===== src/rtl/cache_control.sv =====
// Sequencing controller for a 2-way set-associative write-back L1 cache.
// It owns the valid/dirty/LRU metadata and runs the pmem line fill and writeback handshake.
module cache_control #(
    parameter int INDEX_W = 3
) (
    input  logic               clk,
    input  logic               reset_n,
    input  logic [INDEX_W-1:0] index,
    input  logic               mem_read,
    input  logic               mem_write,
    output logic               mem_resp,
    input  logic               tag_match0,
    input  logic               tag_match1,
    input  logic               pmem_resp,
    output logic               pmem_read,
    output logic               pmem_write,
    output logic               data_write0,
    output logic               data_write1,
    output logic               tag_load0,
    output logic               tag_load1,
    output logic               datain_sel,
    output logic               way_sel,
    output logic               pmem_addr_sel
);

    localparam int SETS = 2 ** INDEX_W;

    typedef enum logic [1:0] {
        CHECK     = 2'd0,
        WRITEBACK = 2'd1,
        ALLOCATE  = 2'd2
    } state_t;

    state_t state, state_next;

    // Metadata indexed as [way][set]; lru[set] names the least-recently-used way.
    logic [1:0][SETS-1:0] valid;
    logic [1:0][SETS-1:0] dirty;
    logic [SETS-1:0]      lru;

    logic       req;
    logic       hit0;
    logic       hit1;
    logic       hit;
    logic       hit_way;
    logic       victim;
    logic       victim_dirty;

    // Metadata update strobes produced by the next-state logic.
    logic       set_dirty;
    logic       clr_dirty;
    logic       fill;
    logic       lru_touch;
    logic       lru_way;
    logic [1:0] data_write;
    logic [1:0] tag_load;

    assign req          = mem_read | mem_write;
    assign hit0         = valid[0][index] & tag_match0;
    // Way 0 wins if both ways report a hit.
    assign hit1         = valid[1][index] & tag_match1 & ~hit0;
    assign hit          = hit0 | hit1;
    assign hit_way      = hit1;
    assign victim       = lru[index];
    assign victim_dirty = valid[victim][index] & dirty[victim][index];

    always_ff @(posedge clk or negedge reset_n) begin
        if (!reset_n) begin
            state <= CHECK;
        end else begin
            // NOTE: all clocked state uses non-blocking assignments so every register samples pre-edge values.
            state <= state_next;
        end
    end

    always_comb begin
        // NOTE: every signal driven here gets a default first, so no path can infer a latch.
        state_next    = state;
        mem_resp      = 1'b0;
        pmem_read     = 1'b0;
        pmem_write    = 1'b0;
        data_write    = 2'b00;
        tag_load      = 2'b00;
        datain_sel    = 1'b0;
        way_sel       = 1'b0;
        pmem_addr_sel = 1'b0;
        set_dirty     = 1'b0;
        clr_dirty     = 1'b0;
        fill          = 1'b0;
        lru_touch     = 1'b0;
        lru_way       = 1'b0;

        unique case (state)
            CHECK: begin
                if (req) begin
                    if (hit) begin
                        mem_resp  = 1'b1;
                        way_sel   = hit_way;
                        lru_touch = 1'b1;
                        lru_way   = hit_way;
                        if (mem_write) begin
                            data_write[hit_way] = 1'b1;
                            set_dirty           = 1'b1;
                        end
                    end else begin
                        way_sel    = victim;
                        state_next = victim_dirty ? WRITEBACK : ALLOCATE;
                    end
                end
            end

            WRITEBACK: begin
                pmem_write    = 1'b1;
                pmem_addr_sel = 1'b1;
                way_sel       = victim;
                if (pmem_resp) begin
                    clr_dirty  = 1'b1;
                    state_next = ALLOCATE;
                end
            end

            ALLOCATE: begin
                pmem_read = 1'b1;
                way_sel   = victim;
                if (pmem_resp) begin
                    data_write[victim] = 1'b1;
                    tag_load[victim]   = 1'b1;
                    datain_sel         = 1'b1;
                    fill               = 1'b1;
                    lru_touch          = 1'b1;
                    lru_way            = victim;
                    state_next         = CHECK;
                end
            end

            default: begin
                state_next = CHECK;
            end
        endcase
    end

    assign data_write0 = data_write[0];
    assign data_write1 = data_write[1];
    assign tag_load0   = tag_load[0];
    assign tag_load1   = tag_load[1];

    always_ff @(posedge clk or negedge reset_n) begin
        if (!reset_n) begin
            // NOTE: metadata is reset (unlike the data/tag arrays) because every line must start invalid.
            valid <= '0;
            dirty <= '0;
            lru   <= '0;
        end else begin
            if (set_dirty) begin
                dirty[hit_way][index] <= 1'b1;
            end
            if (clr_dirty) begin
                dirty[victim][index] <= 1'b0;
            end
            if (fill) begin
                valid[victim][index] <= 1'b1;
                dirty[victim][index] <= 1'b0;
            end
            if (lru_touch) begin
                lru[index] <= ~lru_way;
            end
        end
    end

endmodule

===== config.mk =====
export PLATFORM = sky130hd
export DESIGN_NAME = cache_control
export DESIGN_NICKNAME = d
export VERILOG_FILES = /design/src/rtl/cache_control.sv
export SDC_FILE = /design/constraint.sdc
export NUM_CORES = 1
export LEC_CHECK = 0
export ABC_AREA = 1
export CAP_MARGIN = 20
export CORE_ASPECT_RATIO = 0.7
export CORE_MARGIN = 5
export CORE_UTILIZATION = 45
export DETAILED_ROUTE_END_ITERATION = 7
export DONT_BUFFER_PORTS = 1
export SLEW_MARGIN = 25
export SYNTH_ARGS = -nofsm -noshare
export SYNTH_HDL_FRONTEND = slang
export SYNTH_SLANG_ARGS = --single-unit

===== constraint.sdc =====
create_clock -name clk -period 2.1 [get_ports clk]
set_input_delay 0.42 -clock clk [delete_from_list [all_inputs] [get_ports clk]]
set_output_delay 0.42 -clock clk [all_outputs]
set_load 0.03 [all_outputs]

# After elaboration in Yosys (flattened, before gate mapping)
# Cells that the tools add are included.
word_totals:
  ff_bits: 42
  latchBits: 0
  ramBits: 0
  mem_bits_ro: 0
  inputBits: 10
  out_inout_bits: 10
  word_cells: 97
  n_memories: 0
op_classes:
  add_sub_neg: 0
  n_mul: 0
  div: 0
  order_cmp: 6
  eq_ne: 6
  n_shift: 0
  n_mux: 60
  bitwise: 13
  reduce_logical: 6
ops:
  columns: ["operator", "count"]
  rows:
  - ["two-way mux 16 bit", 3]
  - ["two-way mux 8 bit", 6]
  - ["AND 16 bit", 2]
  - ["bitwise OR 16 bit", 2]
  - ["two-way mux 1 bit", 25]
  - ["two-way mux 2 bit", 10]
  - ["demux 8 bit (select 1 bit)", 2]
  - ["inverter 16 bit", 1]
  - ["binary-select mux 1 bit (select 3 bit)", 5]
  - ["bitwise mux 8 bit", 1]
  - ["inequality test 2 bit, second input constant", 4]
  - ["one-hot mux 1 bit (2 select lines)", 3]
  - ["one-hot mux 2 bit (3 select lines)", 1]
  - ["AND 1 bit", 4]
  - ["less-than comparator 1 x 2 -> 1 bit, second input constant", 2]
  - ["less-than comparator 3 x 4 -> 1 bit, second input constant", 1]
  - ["one-hot mux 2 bit (2 select lines)", 1]
  - ["AND reduction 4 bit", 1]
  - ["demux 1 bit (select 3 bit)", 1]
  - ["greater-or-equal comparator 3 x 1 -> 1 bit, second input constant", 1]
  - ["logical AND 1 bit", 3]
  - ["demux 1 bit (select 1 bit)", 2]
  - ["== test 2 x 1 -> 1 bit, second input constant", 1]
  - ["== test 2 bit, second input constant", 1]
  - ["other kinds (5)", 8]

# Logic depth before layout (Yosys ltp)
logic_depth:
  ltp_word: 15
  depth_mapped: 17
  depth_no_buf: 15

# Least setup slack after synthesis
# Ideal clock, no wire load.
synth_timing:
  kind: "in2out"
  startpoint: "input port index[1]"
  endpoint: "output port way_sel"
  t_arrival_ns: 2.296
  required_time_ns: 1.680
  path_slack_ns: -0.616
  stages: 10
  path_buffers: 3
  cell_sequence: "buf_2 nor2_2 nand3_1 nand2_1 nor2_4 nand2_4 buf_6 buf_2 a22oi_1 a211oi_1"
synth_between:
  elab_chain_len: 9
  word_cells_on_any_way: 14
  cone_classes: "mux (9); bitwise (5)"
synth_lines:
  columns: ["item", "line", "source"]
  rows:
  - ["start, declared", "8", "input logic [INDEX_W-1:0] index,"]
  - ["binary-select mux 1 bit (select 3 bit)", "59", "assign hit0 = valid[0][index] & tag_match0;"]
  - ["two-way mux 1 bit (implied by the code)", "59", null]
  - ["AND 1 bit", "59", null]
  - ["inverter 1 bit", "61", "assign hit1 = valid[1][index] & tag_match1 & ~hit0;"]
  - ["AND 1 bit", "61", null]
  - ["bitwise OR 1 bit", "62", "assign hit = hit0 | hit1;"]
  - ["two-way mux 1 bit", "96", "if (hit) begin"]
  - ["two-way mux 1 bit", "95", "if (req) begin"]
  - ["one-hot mux 1 bit (2 select lines) (*)", "93", "unique case (state)"]
  - ["end, declared", "22", "output logic way_sel,"]
# Every way passes the cells marked *; elsewhere a longest branch is shown, timed or not. The select of a mux whose other input is x is not followed.

# Worst setup path in the final report
layout_timing:
  startpoint: "register valid[7] (netlist name)"
  endpoint: "output port way_sel"
layout_between:
  elab_chain_len: 9
layout_lines:
  columns: ["item", "line", "source"]
  rows:
  - ["start, declared", "37", "logic [1:0][SETS-1:0] valid;"]
  - ["start signal, assigned", "150", "valid <= '0;"]
  - ["start signal, assigned by index", "161", "valid[victim][index] <= 1'b1;"]
  - ["binary-select mux 1 bit (select 3 bit) (*)", "59", null]
  - ["two-way mux 1 bit (implied by the code) (*)", "59", null]
  - ["AND 1 bit (*)", "59", null]
  - ["inverter 1 bit", "61", null]
  - ["AND 1 bit", "61", null]
  - ["bitwise OR 1 bit", "62", null]
  - ["two-way mux 1 bit (*)", "96", null]
  - ["two-way mux 1 bit (*)", "95", null]
  - ["one-hot mux 1 bit (2 select lines) (*)", "93", null]
# Marked as above.

==> metrics.md <==
| Metric | Value |
|---|---|
| Post-layout nets | around 390 |
| DR WL/cell | 15.98 µm |
| Crit path DAT | 1.67 ns |
| Pre-CTS setup slack | between 0.015 and 0.02 ns |
| HPWL Detailed | around 5 mm |
| Slew HR | between 70 and 80% |
| CP required | 1.68 ns |
| Crit-path cells | nand2_1, o21ai_1, nand2_1, nand2_1, nand2_2, nand2_2, nand2_4, a22oi_2, a211oi_4, buf_6 |
| Buf/Inv on CP | 1 |
| Hold Vio Cnt, Final | 0 |
| DRT Wirelength | approximately 7.1 mm |
| DR iter-0 viols | ~120 |
| Vias in the first global route | between 2,000 and 2,500 |
| Root Buffer | clkbuf_8 |
| Final cell count without fillers | between 400 and 500 |
| Worst-path clk slew | about 0.090 ns |
| FF/Latch Area | around 0.0011 mm² |
| Final period util | 99.29% |
| Slew Limit Fails | 0 |
| Core Footprint | about 0.0053 mm² |
| Ant. Diodes | 0 |
| Highest metal used | met4 |
| Worst path slowest cell | dfrtp_1 |
| Overall Power | around 3.6 mW |
| CTS H-tree lvls | 2 |
| Die width | between 90 and 100 µm |
| Post-synthesis cell count | between 300 and 400 |
| All-Layer GR Usage | about 21% |
| Fin worst setup slack | between 0.01 and 0.015 ns |
| Fmax | approximately 480 MHz |
| Worst-margin pin slew | between 0.3 and 0.4 ns |
| CTS tree | done |
| Delay-heaviest family, CP | simple AND/OR/NAND/NOR gates |
| Number of fill cells | 483 |
| WL met3 | 490 µm |
| Sink Count | 42 |
| Worst VDD drop | approximately 0.55 mV |
| Total gr overflow | 0 |
| Final min period | about 2.1 ns |
| Clk Latency, worst-skew pair | 0.31 ns |
| Startpoint Class | flop |
| Setup violators final | 0 |
| Io pins | 20 |
| LEAKAGE | 1.531 nW |
| Die H | 72.02 µm |
| Placed cell count | around 420 |
| Ys Warns | 0 |
| Run status | finished clean |
| Area of the multi-input gates | between 0.001 and 0.0015 mm² |
| Critical path type | reg2out |
| # DRC | 0 |
| Power per cell area | around 1200 mW/mm² |
| Antenna viol nets, final | 0 |
| Initial Utilization | a little under half |
| Pin count of the biggest net entering global routing | 43 |
| Vias/cell | approximately 5.3 |
| Pre-Repair DR Iteration Count | 4 |
| Mapped Nets | 346 |
| IO buf count | 0 |
| Layout cells sized above 1 | between 20% and 30% |
| First-pass GRT wire length | ~12 mm |
| Cts bufs inserted | 5 |
| Longest Clk Path Bufs | 2 |
| Placement Cell Area | about 0.0027 mm² |
| Via count of the routed design | approximately 2,400 |
| CP max FO | 4 |
| Met1 wire length | between 3 and 4 mm |
| Max_cap viols | 0 |
| Sum of negative setup slack | 0 ns |
| Die ar. | between 0.007 and 0.008 mm² |
| Post-route cell area | 0.003088 mm² |
| Crit-path most repeated cell | nand2_1 |
| Initial antenna violation count | 0 |
| Netlist cell types | 29 |
| Placement row count | 22 |
| Cell area after synthesis | roughly 0.0025 mm² |
| WL met2 | between 3 and 4 mm |
| RSZ-0062 raised after global routing | true |
| Worst Skew | roughly 0.01 ns |
| Slowest stage delay, CP | roughly 0.44 ns |
| Crit. End Element | output port |
| GPL Wtd Cong | between 0.8 and 0.9 |
| Mean post-synth cell area | between 7 and 8 µm² |
| Seq/Total Area, Yosys | a little over two fifths |
| Syn-to-layout area delta | 24.90% |
| Synth Register Bits | 42 |
| Hold WC Path Type | in2reg |
placed cells by master (no fill, tap or decap):
cell / count
nand2_1: 90
dfrtp_1: 42
buf_4: 38
nand3_1: 36
nor2_1: 32
inv_1: 27
o21ai_1: 14
a2bb2oi_1: 13
o21bai_1: 10
inv_2: 7
nor2_4: 7
nand2_2: 6
nand2_4: 5
nand4_1: 5
nor2_2: 5
clkbuf_8: 5
nand3_2: 3
inv_4: 2
o22ai_1: 2
a21oi_1: 2
ha_1: 2
clkinvlp_4: 2
buf_6: 2
o21ai_2: 1
a22oi_2: 1
a211oi_4: 1
nand3_4: 1
o21a_1: 1
o32a_1: 1
clkinv_4: 1
nand2_8: 1
o22a_1: 1
nand3b_1: 1
nor3_1: 1
ha_4: 1
ha_2: 1
inv_6: 1
buf_12: 1
dlygate4sd3_1: 1
where the power goes:
part | switching, mW | internal, mW
clock | 0.327 | 0.238
combinational | 0.991 | 0.725
sequential | 0.232 | 1.11
total | 1.55 | 2.07
registers in the layout, summed over array words and instances, names as in the netlist:
name   cells
lru        8
state      2
valid     16
dirty     16
layer usage:
layer | vias to the layer above | track usage [%]
met5 | - | 0
met4 | 0 | 4.848
met3 | 12 | 4.227
met2 | 79 | 30.11
met1 | 1114 | 31.51
li1 | 1159 | -
path summary, 6_finish.rpt:
| path | from | endpoint | slack (ns) | cells past startpoint |
|---|---|---|---|---|
| hold / removal | index[0] | valid[9]$_DFFE_PN0P_ | 0.30 | 2 |
| setup / recovery | valid[7]$_DFFE_PN0P_ | way_sel | 0.01 | 10 |
| min in group asynchronous | reset_n | dirty[14]$_DFF_PN0_ | 0.55 | 2 |
| setup reg to reg | lru[3]$_DFFE_PN0P_ | state[1]$_DFFE_PN0P_ | 0.19 | 14 |
| max in group asynchronous | reset_n | lru[5]$_DFFE_PN0P_ | 1.32 | 2 |
| hold reg to reg | valid[0]$_DFFE_PN0P_ | valid[0]$_DFFE_PN0P_ | 0.50 | 2 |
what timing repair did:
item                                    in CTS  in global routing
hold buffers                                 2                  0
endpoints found under the setup margin       6                  7
resized for setup                            6                 21
pin swaps                                    5                 11
hold endpoints to repair                    42                  0
setup buffers                                8                  9
Yosys cell counts (all sizes together):
library cell | number | area, µm²
a21oi | 2 | 10.01
o32a | 1 | 10.01
o21a | 1 | 7.510
inv | 37 | 138.9
o21bai | 10 | 75.07
a211oi | 1 | 7.510
ha | 4 | 50.05
nand4 | 5 | 31.28
nand3 | 40 | 205.2
buf | 9 | 67.56
a22oi | 1 | 7.510
a2bb2oi | 13 | 113.9
o22a | 1 | 8.760
nand3b | 1 | 7.510
o22ai | 2 | 12.51
nor2 | 44 | 192.7
dfrtp | 42 | 1051
nor3 | 1 | 5.000
nand2 | 102 | 395.4
o21ai | 15 | 75.07
stage by stage:
| stage | util, % | hold slack [ns] |
|---|---|---|
| floorplan | - | 0.1244 |
| global placement | 51.99 | 0.1259 |
| detailed placement | 51.99 | 0.1261 |
| CTS | 55.66 | 0.2879 |
| global route | 58.43 | 0.3083 |
| finish | 58.43 | 0.3024 |
final cells by class:
class                   count  area share (%)
clock inverters             3          0.7699
multi-input cells         244           44.29
well taps                  72           2.917
repair buffers             42           10.94
flip-flops and latches     42           34.04
clock buffers               5           2.229
inverters                  37           4.822
logic make-up (layout without fill, tap and decap cells):
kind of cell	Yosys count	count (layout)	share of synthesized area, %
AO/OA/AOI/OAI	47	47	13.26
AND/OR/NAND/NOR	193	193	33.86
adder cells (fa/ha/maj)	4	4	2.024
flip-flops	42	42	42.51
buffers and inverters	46	87	8.350
Note: power is estimated with default switching activity, not from simulation.
